<file path="src/rtl/display_layer_sequencer.sv">
// Per-frame layer sequencer: lives, play/blink/game-over state, freeze and relaunch control,
// and tear-free draw enables for the ball, the hearts and the Game Over overlay.
module display_layer_sequencer #(
    parameter int LIVES         = 3,
    parameter int BLINK_FRAMES  = 8,
    parameter int BLINK_TOGGLES = 6,
    parameter int GO_MIN_FRAMES = 60
) (
    input  logic       clk,
    input  logic       resetN,
    input  logic       startOfFrame,
    input  logic       startGame,
    input  logic       ballLost,
    output logic       ballEn,
    output logic [2:0] heartEn,
    output logic       gameOverEn,
    output logic       freeze,
    output logic       relaunch,
    output logic [1:0] lives
);

    localparam int FMAX = (BLINK_FRAMES > GO_MIN_FRAMES) ? BLINK_FRAMES : GO_MIN_FRAMES;
    localparam int FW   = $clog2(FMAX + 1);
    localparam int TW   = $clog2(BLINK_TOGGLES + 1);

    localparam logic [FW-1:0] BLINK_LAST = FW'(BLINK_FRAMES - 1);
    localparam logic [FW-1:0] GO_MIN     = FW'(GO_MIN_FRAMES);
    localparam logic [FW-1:0] F_SAT      = FW'(FMAX);
    localparam logic [FW-1:0] F_ONE      = FW'(1);
    localparam logic [FW-1:0] F_ZERO     = FW'(0);
    localparam logic [TW-1:0] TOG_LAST   = TW'(BLINK_TOGGLES - 1);
    localparam logic [TW-1:0] TOG_ONE    = TW'(1);
    localparam logic [TW-1:0] TOG_ZERO   = TW'(0);
    localparam logic [1:0]    LIVES_INIT = 2'(LIVES);

    typedef enum logic [1:0] {
        S_IDLE      = 2'd0,
        S_PLAY      = 2'd1,
        S_BLINK     = 2'd2,
        S_GAME_OVER = 2'd3
    } state_t;

    // One heart shown per remaining life, Heart1 in bit 0.
    function automatic logic [2:0] heart_mask(input logic [1:0] n);
        logic [2:0] m;
        case (n)
            2'd0:    m = 3'b000;
            2'd1:    m = 3'b001;
            2'd2:    m = 3'b011;
            default: m = 3'b111;
        endcase
        return m;
    endfunction

    localparam logic [2:0] HEARTS_FULL = heart_mask(LIVES_INIT);

    state_t        state_r;
    logic [FW-1:0] fcnt_r;
    logic [TW-1:0] tog_r;
    logic [1:0]    lives_r;
    logic          ball_en_r;
    logic [2:0]    heart_en_r;
    logic          go_en_r;
    logic          freeze_r;
    logic          relaunch_r;

    logic          ball_tgt_s;
    logic [2:0]    heart_tgt_s;
    logic          go_tgt_s;

    // Draw-enable targets of the current state; loaded into the outputs only at frame start.
    always_comb begin
        ball_tgt_s  = 1'b0;
        heart_tgt_s = heart_mask(lives_r);
        go_tgt_s    = 1'b0;
        case (state_r)
            S_IDLE: begin
                ball_tgt_s = 1'b0;
            end
            S_PLAY: begin
                ball_tgt_s = 1'b1;
            end
            S_BLINK: begin
                // lives_r already holds the new count, so it indexes the lost heart.
                if (tog_r[0] == 1'b0) begin
                    heart_tgt_s = heart_mask(lives_r) | (3'b001 << lives_r);
                end else begin
                    heart_tgt_s = heart_mask(lives_r);
                end
            end
            S_GAME_OVER: begin
                heart_tgt_s = 3'b000;
                go_tgt_s    = 1'b1;
            end
            default: begin
                ball_tgt_s = 1'b0;
            end
        endcase
    end

    // Game FSM with counters, life count and all registered outputs.
    always_ff @(posedge clk or negedge resetN) begin
        if (!resetN) begin
            state_r    <= S_IDLE;
            fcnt_r     <= F_ZERO;
            tog_r      <= TOG_ZERO;
            lives_r    <= LIVES_INIT;
            ball_en_r  <= 1'b0;
            heart_en_r <= HEARTS_FULL;
            go_en_r    <= 1'b0;
            freeze_r   <= 1'b1;
            relaunch_r <= 1'b0;
        end else begin
            relaunch_r <= 1'b0;
            if (startOfFrame) begin
                ball_en_r  <= ball_tgt_s;
                heart_en_r <= heart_tgt_s;
                go_en_r    <= go_tgt_s;
            end
            case (state_r)
                S_IDLE: begin
                    if (startGame) begin
                        state_r    <= S_PLAY;
                        fcnt_r     <= F_ZERO;
                        freeze_r   <= 1'b0;
                        relaunch_r <= 1'b1;
                    end else if (startOfFrame && (fcnt_r != F_SAT)) begin
                        fcnt_r <= fcnt_r + F_ONE;
                    end
                end
                S_PLAY: begin
                    if (ballLost) begin
                        fcnt_r   <= F_ZERO;
                        tog_r    <= TOG_ZERO;
                        freeze_r <= 1'b1;
                        lives_r  <= (lives_r == 2'd0) ? 2'd0 : (lives_r - 2'd1);
                        state_r  <= (lives_r <= 2'd1) ? S_GAME_OVER : S_BLINK;
                    end else if (startOfFrame && (fcnt_r != F_SAT)) begin
                        fcnt_r <= fcnt_r + F_ONE;
                    end
                end
                S_BLINK: begin
                    if (startOfFrame) begin
                        if (fcnt_r == BLINK_LAST) begin
                            fcnt_r <= F_ZERO;
                            if (tog_r == TOG_LAST) begin
                                state_r    <= S_PLAY;
                                tog_r      <= TOG_ZERO;
                                freeze_r   <= 1'b0;
                                relaunch_r <= 1'b1;
                            end else begin
                                tog_r <= tog_r + TOG_ONE;
                            end
                        end else begin
                            fcnt_r <= fcnt_r + F_ONE;
                        end
                    end
                end
                S_GAME_OVER: begin
                    // An early startGame is simply dropped.
                    if (startGame && (fcnt_r == GO_MIN)) begin
                        state_r    <= S_PLAY;
                        fcnt_r     <= F_ZERO;
                        lives_r    <= LIVES_INIT;
                        freeze_r   <= 1'b0;
                        relaunch_r <= 1'b1;
                    end else if (startOfFrame && (fcnt_r != GO_MIN)) begin
                        fcnt_r <= fcnt_r + F_ONE;
                    end
                end
                default: begin
                    state_r  <= S_IDLE;
                    fcnt_r   <= F_ZERO;
                    freeze_r <= 1'b1;
                end
            endcase
        end
    end

    assign ballEn     = ball_en_r;
    assign heartEn    = heart_en_r;
    assign gameOverEn = go_en_r;
    assign freeze     = freeze_r;
    assign relaunch   = relaunch_r;
    assign lives      = lives_r;

endmodule

</file>
<file path="config.mk">
export PLATFORM = sky130hd
export DESIGN_NAME = display_layer_sequencer
export DESIGN_NICKNAME = d
export VERILOG_FILES = /design/src/rtl/display_layer_sequencer.sv
export SDC_FILE = /design/constraint.sdc
export NUM_CORES = 1
export LEC_CHECK = 0
export CAP_MARGIN = 20
export CORE_MARGIN = 2
export CORE_UTILIZATION = 35
export CTS_CLUSTER_DIAMETER = 30
export DETAILED_ROUTE_END_ITERATION = 10
export PLACE_DENSITY = 0.54
export SETUP_SLACK_MARGIN = 0.05
export SYNTH_ARGS = -nofsm -noshare
export SYNTH_HDL_FRONTEND = slang
export SYNTH_SLANG_ARGS = --single-unit
</file>
<file path="constraint.sdc">
create_clock -name clk -period 4.42 [get_ports clk]
set_clock_uncertainty 0.1 [all_clocks]
set_input_delay 0.442 -clock clk [delete_from_list [all_inputs] [get_ports clk]]
set_output_delay 0.442 -clock clk [all_outputs]
set_load 0.05 [all_outputs]
</file>
==> summary.txt <==
Status: finished clean
Final Critical Period: 2.25 ns
Simple-gate share of the synthesized area: 0.227
Synth area leaders: dfrtp_1 (31%), dfstp_2 (14%), o21ai_0 (6.2%)
Synth Area in XOR/XNOR: 0.00773
Routed WL: 2490 um
H-tree levels: 1
# clock sinks: 20
WL/cell: 13.8 um
CP arrival: 1.71 ns
Hold buffers post-CTS: 0
Synth Instances: 124
Period utilisation layout: 0.510
Post-synth top area share: 0.309
Setup violators final: 0
Worst Tran Pin Value: 0.887 ns
Slew HR: 0.407
Yosys cell types: 40
Vias/cell: 5.34
Die Wd: 60.9 um
# diodes: 0
Setup TNS: 0 ns
Worst-case clock buffer depth: 2
DP HPWL: 1870 um
RSZ-0062 raised after global routing: no
Largest family of logic cells by synthesized area: compound AO/OA/AOI/OAI gates
Inst Count DP: 177
Min-delay worst type: register to register
Port buffer count: 13
Largest net degree at the start of global routing: 21
Post_cts resized: 0
Reg clk slew, reported paths: 0.11 ns
Non-Filler Instances: 180
Sequential-to-total area share from yosys stat: 0.448
Net count after synthesis: 131
CP startpoint kind: register
CTS tree: yes
Post-route cell area: 1320 sq um
WS Path Type: register to output pin
Clock buffer count from CTS: 3
Initial antenna violation count: 0
Setup WS pre-CTS: 1.88 ns
Synth Area in Compound Gates: 0.240
Floorplan core area: 3080 sq um
CTS root buffer: clkbuf_4
Hold Violations, Final: 0
Initial Util: 0.368
Placer Congestion: 0.819
Antenna Nets Post-Route: 0
Synth Area per Inst: 9.14 sq um
Vias: 962
Synth Register Bits: 20
Post-synthesis mux area share: 0.00883
Post-Syn Area: 1130 sq um
Area leader, netlist: dfrtp_1
Starting DRC count in detailed routing: 19
Most frequent cells in the layout: o21ai_0 (14), dfrtp_1 (14), nand2_1 (13), clkdlybuf4s50_1 (13), nor2_1 (10)
Final nets: 145
Syn. warnings: 0
Crit path buffers/inverters: 1
Crit-path max FO: 8
Hold Slack: 0.384 ns
Chip Height: 60.9 um
Total global routing overflow: 0
Fmax: 444 MHz
Utilization after layout: 0.430
Fin worst setup slack: 2.17 ns
Total power: 0.403 mW
I/O pin cnt: 14
CP Cell Sequence: clkdlybuf4s50_1
CP max stage delay: 0.82 ns
Pleak: 0.525 nW
Crit-path slowest cell: clkdlybuf4s50_1
Total Routing Usage GR: 0.164
Worst Path Required: 3.88 ns
DRT Pass-1 Iters: 4
Setup bufs post-CTS: 0
VDD IR max: 0.183 mV
Delay-heaviest family, CP: buffers and inverters
Die area: 3710 sq um
Vias in the first global route: 973
PwrDens: 305 nW/um^2
Skew-Pair Late Insertion Delay: 0.29 ns
Post-DP Area: 1300 sq um
Layout cells sized above 1: 0.103
Core Rows: 20
Max-cap violations: 0
Synth Area in Adders: 0.0221
First-pass GRT wire length: 4530 um
Setup crit end kind: output pin
DRC errors left: 0
Area grow syn2layout: 16.7%
Fin. max-slew vios: 0
==> layout make-up <==
| type | instances | area [sq um] |
|---|---|---|
| sequential | 20 | 508 |
| clock buffer | 3 | 22.5 |
| tap | 44 | 55.1 |
| fill | 305 | 1760 |
| multi-input combinational | 91 | 573 |
| inverter | 9 | 33.8 |
| timing repair buffer | 13 | 130 |
==> cells by family (layout without fill, tap and decap cells) <==
group,count (synthesis),in the layout
DFF,20,20
and+or+nand+nor,46,46
muxes,1,1
xor gates and xnor gates,1,1
adders and majority gates,2,2
AOI/OAI and AO/OA,41,41
buffers and inverters,13,25
==> layer usage <==
layer	GRT usage	wire length (um)
met5	0	0
met4	0.0559	15
met1	0.223	1200
met3	0.0213	80
met2	0.270	1190
==> cell usage after synthesis <==
cell and instances:
nand2b_1 2, a31oi_1 3, xnor2_1 1, nand2_1 13, a211oi_1 2, clkbuf_1 3, a21oi_1 4, nor2b_1 3
o21a_1 1, a21o_1 1, or2_2 1, mux2i_1 1, and3b_1 1, o311ai_0 2, o2111ai_1 1, ha_1 2
nor3_1 1, or3_1 2, a31o_2 1, nor4_4 1, nand3b_1 1, dfrtp_1 14, a22o_1 1, o21ai_0 14
and3_1 1, a221oi_1 3, o22ai_1 4, nand3_1 4, a32o_1 2, nor3b_1 1, nand4_1 2, a2bb2oi_1 1
or4b_4 1, dfstp_2 6, o2bb2ai_1 1, nor3_2 1, inv_1 9, and4_1 1, buf_4 1, nor2_1 10
==> power breakdown <==
group	total, mW	internal, mW	switching (mW)	leakage, nW
Combinational	0.0879	0.0387	0.0491	0.264
Sequential	0.231	0.204	0.0270	0.248
Clock	0.0849	0.0317	0.0532	0.0138
==> final timing paths <==
path	from	end	slack, ns	depth (start not counted)
max	lives[0]	lives[0]	2.17	1
min	heartEn[0]	heartEn[0]	0.38	2
max reg2reg	fcnt_r[3]	state_r[1]	2.42	4
min reg2reg	heartEn[0]	heartEn[0]	0.38	2
max in group asynchronous	resetN	state_r[0]	3.14	1
min in group asynchronous	resetN	fcnt_r[5]	0.54	1
==> state kept, by name, indices dropped and copies added, names as in the netlist <==
name,cells
relaunch,1
ballEn,1
lives,2
freeze,1
state_r,2
gameOverEn,1
fcnt_r,6
tog_r,3
heartEn,3
Note: power is estimated with default switching activity, not from simulation.
